<file path="src/rtl/gnt_window_if.sv">
// Grant-window bus between the arbiter (master side) and the consuming DUT
// plus its requesters (slave side).
interface gnt_window_if #(
  parameter int NREQ = 2
);
  localparam int OW = (NREQ > 1) ? $clog2(NREQ) : 1;

  logic [NREQ-1:0] req;
  logic            hold;
  logic            gnt;
  logic [OW-1:0]   gnt_owner;
  logic            gnt_done;
  logic [NREQ-1:0] starve;

  modport master (
    input  req,
    input  hold,
    output gnt,
    output gnt_owner,
    output gnt_done,
    output starve
  );

  modport slave (
    output req,
    output hold,
    input  gnt,
    input  gnt_owner,
    input  gnt_done,
    input  starve
  );
endinterface

</file>
<file path="src/rtl/gnt_window_arb.sv">
// Round-robin grant source issuing fixed-length grant windows separated by a
// minimum gap, with sticky per-requester starvation watchdogs.
module gnt_window_arb #(
  parameter int NREQ    = 2,
  parameter int GNT_LEN = 8,
  parameter int GAP     = 1,
  parameter int TIMEOUT = 64
) (
  input  logic         clk,
  input  logic         reset,
  gnt_window_if.master bus
);
  localparam int OW     = (NREQ > 1) ? $clog2(NREQ) : 1;
  localparam int MAXLEN = (GNT_LEN > GAP) ? GNT_LEN : GAP;
  localparam int CW     = $clog2(MAXLEN + 1);
  localparam int SW     = $clog2(TIMEOUT + 1);

  localparam logic [CW-1:0] LEN_LAST = CW'(GNT_LEN - 1);
  localparam logic [CW-1:0] GAP_LAST = CW'(GAP - 1);
  localparam logic [SW-1:0] TO_VAL   = SW'(TIMEOUT);
  localparam logic [OW-1:0] OWN_MAX  = OW'(NREQ - 1);

  typedef enum logic [1:0] {S_IDLE, S_GRANT, S_GAP} state_t;

  state_t          state_q, state_d;
  logic [CW-1:0]   cnt_q, cnt_d;
  logic [OW-1:0]   ptr_q, ptr_d;
  logic [OW-1:0]   owner_q, owner_d;
  logic            gnt_q, gnt_d;
  logic            done_q, done_d;
  logic [SW-1:0]   scnt_q [NREQ];
  logic [SW-1:0]   scnt_d [NREQ];
  logic [NREQ-1:0] starve_q, starve_d;

  logic            decision;
  logic            grant_ok;
  logic            pick_found;
  logic [OW-1:0]   pick;
  int              pick_idx;

  // Round-robin search: first requesting index at or after the pointer, wrapping.
  always_comb begin
    pick       = ptr_q;
    pick_found = 1'b0;
    pick_idx   = 0;
    for (int k = 0; k < NREQ; k++) begin
      pick_idx = int'(ptr_q) + k;
      if (pick_idx >= NREQ) pick_idx = pick_idx - NREQ;
      if (!pick_found && bus.req[pick_idx]) begin
        pick_found = 1'b1;
        pick       = OW'(pick_idx);
      end
    end
  end

  // Decision cycles are every IDLE cycle and the final GAP cycle; hold only matters here.
  assign decision = (state_q == S_IDLE) || ((state_q == S_GAP) && (cnt_q == GAP_LAST));
  assign grant_ok = decision && pick_found && !bus.hold;

  // Window sequencing: a started window always runs its full length, then the gap.
  always_comb begin
    state_d = state_q;
    cnt_d   = cnt_q;
    owner_d = owner_q;
    ptr_d   = ptr_q;
    case (state_q)
      S_GRANT: begin
        if (cnt_q == LEN_LAST) begin
          state_d = S_GAP;
          cnt_d   = '0;
        end else begin
          cnt_d = cnt_q + 1'b1;
        end
      end
      S_GAP: begin
        if (cnt_q == GAP_LAST) begin
          state_d = S_IDLE;
          cnt_d   = '0;
        end else begin
          cnt_d = cnt_q + 1'b1;
        end
      end
      default: begin
        state_d = S_IDLE;
        cnt_d   = '0;
      end
    endcase
    if (grant_ok) begin
      state_d = S_GRANT;
      cnt_d   = '0;
      owner_d = pick;
      ptr_d   = (pick == OWN_MAX) ? '0 : pick + 1'b1;
    end
    gnt_d  = (state_d == S_GRANT);
    done_d = (state_d == S_GRANT) && (cnt_d == LEN_LAST);
  end

  // Starvation watchdogs: count waiting cycles, pause while owning the window, latch at TIMEOUT.
  always_comb begin
    starve_d = starve_q;
    for (int i = 0; i < NREQ; i++) begin
      scnt_d[i] = scnt_q[i];
      if (!bus.req[i] || (grant_ok && (pick == OW'(i)))) begin
        scnt_d[i] = '0;
      end else if (!((state_q == S_GRANT) && (owner_q == OW'(i))) && (scnt_q[i] != TO_VAL)) begin
        scnt_d[i] = scnt_q[i] + 1'b1;
      end
      if (scnt_d[i] == TO_VAL) starve_d[i] = 1'b1;
    end
  end

  // State and registered outputs; synchronous active-low reset returns everything to zero/IDLE.
  always_ff @(posedge clk) begin
    if (!reset) begin
      state_q  <= S_IDLE;
      cnt_q    <= '0;
      ptr_q    <= '0;
      owner_q  <= '0;
      gnt_q    <= 1'b0;
      done_q   <= 1'b0;
      starve_q <= '0;
      for (int i = 0; i < NREQ; i++) scnt_q[i] <= '0;
    end else begin
      state_q  <= state_d;
      cnt_q    <= cnt_d;
      ptr_q    <= ptr_d;
      owner_q  <= owner_d;
      gnt_q    <= gnt_d;
      done_q   <= done_d;
      starve_q <= starve_d;
      for (int i = 0; i < NREQ; i++) scnt_q[i] <= scnt_d[i];
    end
  end

  assign bus.gnt       = gnt_q;
  assign bus.gnt_owner = owner_q;
  assign bus.gnt_done  = done_q;
  assign bus.starve    = starve_q;
endmodule
</file>
<file path="src/flat_wrapper.sv">
// flat-port wrapper written by rule: the top's interface ports become plain ports
module gnt_window_arb_flat 
#(
  parameter int NREQ    = 2,
  parameter int GNT_LEN = 8,
  parameter int GAP     = 1,
  parameter int TIMEOUT = 64
)
  (clk, reset, bus_req, bus_hold, bus_gnt, bus_gnt_owner, bus_gnt_done, bus_starve);
  gnt_window_if #(.NREQ(NREQ)) bus_i ();
  input  logic clk;
  input  logic reset;
  input wire logic [$bits(bus_i.req)-1:0] bus_req;
  input wire logic [$bits(bus_i.hold)-1:0] bus_hold;
  output wire logic [$bits(bus_i.gnt)-1:0] bus_gnt;
  output wire logic [$bits(bus_i.gnt_owner)-1:0] bus_gnt_owner;
  output wire logic [$bits(bus_i.gnt_done)-1:0] bus_gnt_done;
  output wire logic [$bits(bus_i.starve)-1:0] bus_starve;
  assign bus_i.req = bus_req;
  assign bus_i.hold = bus_hold;
  assign bus_gnt = bus_i.gnt;
  assign bus_gnt_owner = bus_i.gnt_owner;
  assign bus_gnt_done = bus_i.gnt_done;
  assign bus_starve = bus_i.starve;
  gnt_window_arb #(.NREQ(NREQ), .GNT_LEN(GNT_LEN), .GAP(GAP), .TIMEOUT(TIMEOUT)) u_core (.clk(clk), .reset(reset), .bus(bus_i));
endmodule
</file>
<file path="config.mk">
export PLATFORM = sky130hd
export DESIGN_NAME = gnt_window_arb_flat
export DESIGN_NICKNAME = d
export VERILOG_FILES = /design/src/rtl/gnt_window_if.sv /design/src/rtl/gnt_window_arb.sv /design/src/flat_wrapper.sv
export SDC_FILE = /design/constraint.sdc
export NUM_CORES = 1
export LEC_CHECK = 0
export CORE_ASPECT_RATIO = 2
export CORE_UTILIZATION = 25
export CTS_CLUSTER_SIZE = 14
export DETAILED_ROUTE_END_ITERATION = 8
export DONT_BUFFER_PORTS = 1
export PLACE_DENSITY = 0.41
export SYNTH_ARGS = -nofsm -noshare
export SYNTH_HDL_FRONTEND = slang
export SYNTH_SLANG_ARGS = --single-unit
</file>
<file path="constraint.sdc">
create_clock -name clk -period 2.15 [get_ports clk]
set_clock_uncertainty 0.15 [all_clocks]
set_input_delay 0.3225 -clock clk [delete_from_list [all_inputs] [get_ports clk]]
set_output_delay 0.3225 -clock clk [all_outputs]
set_load 0.05 [all_outputs]
</file>
==> metrics, run 1 <==
status complete, no violations; design area roughly 0.0016 mm2; die width roughly 56 um; Slew Viols, Final 0; Hold Violations, Final 0; Seq cells post-synth 26; Startpoint Class flip-flop; ANT nets after route 0; Synth Area in Adders between 7 and 8%; crit share post-route around 94%; max incr delay on CP about 0.40 ns; dominant cell type by area after synthesis dfxtp_1; Starting DRT DRC Count 32; Crit. Startpoint u_core.cnt_q[0]; Post-Route Setup TNS 0 ns; Synth Area in XOR/XNOR roughly 9.2%; Root Buffer clkbuf_8; Worst Path Required ~2.2 ns; Max rail drop VDD approximately 0.00027 V; mux share of post-synthesis cell area less than 1%; clock sink count 26; Reg2Reg Depth 7; initial core utilization around a quarter; Synthesized Nets around 180; DRT Pass-1 Iters 4; Via density a little over 5; Critical R2R Launch u_core.cnt_q[0]; synth-to-layout area growth 11.9%; ys async rst share 0%; largest family of logic cells by synthesized area simple AND/OR/NAND/NOR gates; main flop type after synthesis dfxtp_1; HPWL after detailed placement about 2600 um; WL/cell ~14 um; Slew HR about 63%; Max Cap Violations 0; PortBufs 0; RSZ-0062 raised after global routing false; Tightest Pin Transition 0.553 ns; total gr overflow 0; EDFF count, synth 0; mapped cell area ~0.0014 mm2; setup violators final 0; row count 38; Core ar. roughly 0.0055 mm2; Hold-fix buffers, CTS 0; drt drc 0; initial antenna violation count 0; post-synth top area share approximately 36%; FF-to-FF setup slack roughly 0.12 ns; first-pass GRT wire length 5350 um; worst hold margin roughly 0.019 ns; DP Area approximately 0.0015 mm2; Vert. Die Dim 109 um; Hold WC Path Type in -> reg; total CTS buffers 3; post-synthesis area per instance around 8.4 um2; largest net degree at the start of global routing 15; # IOs 10; Post-Synth Simple-Gate Area between 20 and 30%; Synth cell types 45; pwr dens 560 mW/mm2; TritonCTS clock tree yes; dominant cells by area after synthesis dfxtp_1, ha_1, nor2_1; Synthesis Warnings 0; vias in the first global route ~1200; final net count 192; slowest stage cell, crit path or3b_1; Tot Pwr around 900 uW; Pleak between 0.0005 and 0.0006 uW; CP endpoint u_core.bus.gnt_done; Worst Setup Path Type reg -> reg; Final Critical Period 2.03 ns; crit path capture type flip-flop; number of fill cells around 570; Crit Reg-Reg Endpoint u_core.bus.gnt_done; Total Wirelength around 3200 um; H-tree levels 1; CP max FO 5; clk buf depth 2; Synth Area in Compound Gates between 10% and 20%; worst skew pair latency 0.27 ns; die area 0.00606 mm2; GRT Overall Usage between 10% and 20%; register area share after synthesis between 30% and 40%; Fmax slightly below 0.5 GHz; most frequent cells in the layout nor2_1, dfxtp_1, inv_1, nand2_1; number of diodes 0; global placer's final weighted congestion about 0.85; vias between 1000 and 1500; most common cell after layout, fill and taps aside nor2_1; share of post-route cells with drive strength above 1 a little under an eighth; worst-path cell chain inv_1, ha_1, or3b_1, a21o_1, a2bb2oi_1, a41oi_1, nor3_1; Cells after Synth 170; Clock Pin Slew Worst Setup and Hold Paths 0.09 ns; critical path arrival around 2 ns
## cells by family after synthesis
| kind of cell | count (synthesis) |
|---|---|
| adder cells (fa/ha/maj) | 9 |
| AO/OA/AOI/OAI | 24 |
| flip-flops | 26 |
| multiplexers | 1 |
| AND/OR/NAND/NOR | 76 |
| XOR/XNOR | 15 |
| buffers and inverters | 19 |
## cell type report
class | count | area, um2 | area share, %
clock buffer | 4 | 55.1 | 3.43
inverter | 15 | 56.3 | 3.51
multi-input combinational | 125 | 841 | 52.5
sequential | 26 | 523 | 32.6
tap | 60 | 75.1 | 4.68
timing repair buffer | 7 | 52.6 | 3.28
## where the power goes
| part | internal [uW] | total (uW) | switching [uW] |
|---|---|---|---|
| clock network | 164 | 318 | 155 |
| registers | 489 | 502 | 12.4 |
| logic | 33.5 | 78.5 | 44.9 |
## stage by stage
step	setup slack (ns)	util, %	cells
floorplan	0.157	-	170
global placement	0.0871	28.0	232
detailed placement	0.0269	28.0	232
CTS	0.0170	29.0	236
global route	0.00749	29.3	237
finish	0.122	29.3	237
## how the worst min path moves through the flow
| stage | cells after the start | slack [ns] | start | end |
|---|---|---|---|---|
| 4_1_cts | 1 | 0.02 | reset | u_core.bus.starve[0] |
| 3_3_place_gp | 1 | 0.30 | bus_req[1] | u_core.ptr_q |
| 6_report | 1 | 0.02 | bus_req[1] | u_core.ptr_q |
| 2_1_floorplan | 1 | 0.29 | bus_req[1] | u_core.ptr_q |
| 3_5_place_dp | 1 | 0.31 | reset | u_core.bus.starve[0] |
| 5_1_grt | 1 | 0.01 | bus_req[1] | u_core.ptr_q |
## cells in the mapped netlist, drive strengths merged, types with 2 or more instances
master and count:
nor2 30, dfxtp 26, inv 14, nand2 14
ha 9, xor2 8, xnor2 7, and3 6
nor3 6, a21oi 5, nand4 4, o31ai 4
a41oi 3, a21o 2, buf 2, clkbuf 2
nand3 2, nand4bb 2, nor2b 2
## state kept, by name, indices dropped and copies added, names as in the netlist
| signal | cells |
|---|---|
| u_core.bus.gnt | 1 |
| u_core.state_q | 2 |
| u_core.bus.gnt_owner | 1 |
| u_core.bus.gnt_done | 1 |
| u_core.bus.starve | 2 |
| u_core.cnt_q | 4 |
| u_core.scnt_q | 14 |
| u_core.ptr_q | 1 |
## worst max-delay path: cells and delay by family, from the launching register on
family | cells | cell delay, ns
DFF | 1 | 0.35
buffers and inverters | 1 | 0.05
adders and majority gates | 1 | 0.20
AOI/OAI and AO/OA | 3 | 0.57
and+or+nand+nor | 2 | 0.62
## metal layers
layer,track usage [%],part of all wire [%]
met1,11.0,38
met2,22.3,56
met3,2.14,3.9
met4,5.00,1.7
met5,0,0
## timing repair
item                                    CTS  global route
resized for setup                         0             4
endpoints found under the setup margin    0             2
buffers inserted                          0             1
No activity file was read; power rests on OpenSTA's default activity.
==> inputs of run 2 (changes only) <==
--- a/config.mk
+++ b/config.mk
@@ -5,6 +5,7 @@
 export SDC_FILE = /design/constraint.sdc
 export NUM_CORES = 1
 export LEC_CHECK = 0
+export ABC_CLOCK_PERIOD_IN_PS = 2150
 export CORE_ASPECT_RATIO = 2
 export CORE_UTILIZATION = 25
 export CTS_CLUSTER_SIZE = 14
==> results of run 2 <==
No change in the layout: final DEF, timing and power equal those of run 1.
==> inputs of run 3 (changes only) <==
--- a/config.mk
+++ b/config.mk
@@ -6,12 +6,11 @@
 export NUM_CORES = 1
 export LEC_CHECK = 0
 export ABC_CLOCK_PERIOD_IN_PS = 2150
-export CORE_ASPECT_RATIO = 2
-export CORE_UTILIZATION = 25
+export CORE_UTILIZATION = 58
 export CTS_CLUSTER_SIZE = 14
 export DETAILED_ROUTE_END_ITERATION = 8
 export DONT_BUFFER_PORTS = 1
-export PLACE_DENSITY = 0.41
+export PLACE_DENSITY = 0.77
 export SYNTH_ARGS = -nofsm -noshare
 export SYNTH_HDL_FRONTEND = slang
 export SYNTH_SLANG_ARGS = --single-unit
==> metrics, run 3 (same netlist as run 1, synthesis figures left out) <==
status complete, no violations; Fmax 0.491 GHz (-0.50%); design area 0.00157 mm2 (-2.0%); die area 0.00267 mm2 (-56%); vias 1185 (-1.7%); total gr overflow 0 (unchanged); Crit Reg-Reg Endpoint u_core.bus.starve[1]; drt drc 0 (unchanged); most common cell after layout, fill and taps aside nor2_1; HPWL after detailed placement 2070 um (-19%); Hold Violations, Final 0 (unchanged); max incr delay on CP 0.52 ns (+0.12 ns); worst-path cell chain inv_1, ha_2, nand4bb_4, nand2_2, a31o_1, or4b_4, o31ai_2; final net count 192 (unchanged); Combinational Power Share 10.8% (+2.1 points); Startpoint Class flip-flop; WHS Endpoint u_core.bus.gnt_owner; postcts setup bufs 0 (unchanged); pwr dens 508 mW/mm2 (-9.4%); max reg flops 14 (unchanged); critical path arrival 2.14 ns (+0.08 ns); Reg2Reg Depth 7 (unchanged); crit path capture type flip-flop; Core ar. 0.00228 mm2 (-58%); Tot Pwr 797 uW (-11%); global placer's final weighted congestion 0.871 (+2.8%); largest net degree at the start of global routing 14 (-1); cell count after placement 199 (-14%); setup violators final 0 (unchanged); WL/cell 13.8 um (+1.7%); Tightest Pin Transition 0.522 ns (-0.0305 ns); H-tree levels 1 (unchanged); vias in the first global route 1097 (-7.0%); share of post-route cells with drive strength above 1 13.6% (+2.3 points); total CTS buffers 3 (unchanged); slowest stage cell, crit path or4b_4; Slew HR 65.1% (+2.0 points); DP Area 0.00149 mm2 (-3.1%); ANT nets after route 0 (unchanged); Vert. Die Dim 51.7 um (-53%); CP top delay family simple AND/OR/NAND/NOR gates; Worst Path Required 2.25 ns (+0.07 ns); Critical R2R Launch u_core.state_q[0]; Max rail drop VDD 0.000573 V (+110%); Seq pwr share 62.8% (+7.0 points); initial antenna violation count 0 (unchanged); switching part of the total 25.6% (+2.0 points); Root Buffer clkbuf_4; Total Wirelength 2810 um (-12%); Buffers & Inverters on Critical Path 1 (unchanged); clk buf depth 2 (unchanged); Starting DRT DRC Count 41 (+28%); largest registers u_core.scnt_q x14, u_core.cnt_q x4; Core Util, Final 69.0% (+40 points); sw power 204 uW (-3.6%); hold depth 2 (+1); most frequent cells in the layout nor2_1, dfxtp_1, inv_1, nand2_1; number of fill cells 187 (-67%); clock network power share 26.4% (-9.0 points); number of diodes 0 (unchanged); synth-to-layout area growth 9.61%; Layout Cells excl Fill 204 (-14%); FF-to-FF setup slack 0.11 ns (about the same); Max Cap Violations 0 (unchanged); Biggest register u_core.scnt_q; PortBufs 0 (unchanged); worst skew pair latency 0.32 ns (+0.05 ns); min-delay src bus_req[1]; clock sink count 26 (unchanged); Via density 5.81 (+14%); TritonCTS clock tree yes; cell-internal power 593 uW (-14%); crit share post-route 94.8% (+0.48 points); Post-Route Setup TNS 0 ns (unchanged); die width 51.7 um (-6.9%); Worst Setup Path Type reg -> reg; RSZ-0062 raised after global routing false; Pleak 0.000587 uW (-1.9%); Slew Viols, Final 0 (unchanged); first-pass GRT wire length 4730 um (-12%); row count 17 (-55%); GRT Overall Usage 23.8% (+13 points); initial core utilization 62.9% (+37 points); # IOs 10 (unchanged); Hold WC Path Type in -> reg; Final Critical Period 2.04 ns (+0.0102 ns); DRT Pass-1 Iters 4 (unchanged); Clock Pin Slew Worst Setup and Hold Paths 0.14 ns (+0.05 ns); CP max FO 4 (-1)
## run 3: per-layer routing
layer  vias up  part of all wire [%]  GRT usage [%]
met2        20                    49           40.0
met4         0                  0.50           8.11
met3         2                   3.1           5.85
met1       566                    47           29.4
met5         -                     0              0
li1        597                     -              -
## run 3: metrics by stage
stage	hold slack (ns)	setup slack, ns
floorplan	0.289	0.157
global placement	0.294	0.114
detailed placement	0.295	0.0870
CTS	0.0280	0.0452
global route	0.0415	0.0379
finish	0.0310	0.111
## run 3: worst max path at each step
| stage | from | end | slack (ns) | cells after the start |
|---|---|---|---|---|
| 2_1_floorplan | u_core.bus.gnt_owner | u_core.bus.starve[1] | 0.16 | 5 |
| 3_3_place_gp | u_core.state_q[0] | u_core.bus.starve[1] | 0.11 | 7 |
| 3_5_place_dp | u_core.state_q[0] | u_core.bus.starve[1] | 0.09 | 7 |
| 4_1_cts | u_core.state_q[0] | u_core.bus.starve[1] | 0.05 | 7 |
| 5_1_grt | u_core.state_q[0] | u_core.bus.starve[1] | 0.04 | 7 |
| 6_report | u_core.state_q[0] | u_core.bus.starve[1] | 0.11 | 7 |
## run 3: power groups by stage
stage	registers, uW	logic (uW)	clock network, uW
2_1_floorplan	514	53.6	0
3_3_place_gp	511	74.8	0
3_5_place_dp	511	77.4	0
4_1_cts	500	82.0	213
5_1_grt	502	95.8	233
6_report	501	85.7	210
## run 3: final cells by class
class	instances	area [um2]	share of cell area (%)
inverter	15	56.3	3.59
tap	28	35.0	2.23
clock buffer	3	22.5	1.43
multi-input combinational	125	875	55.7
sequential	26	524	33.4
timing repair buffer	7	57.6	3.67
## run 3: timing repair
| item | 4_1_cts | 5_1_grt |
|---|---|---|
| endpoints found under the setup margin | 0 | 3 |
| resized for setup | 0 | 11 |
| hold buffers | 2 | 0 |
| hold endpoints to repair | 4 | 0 |
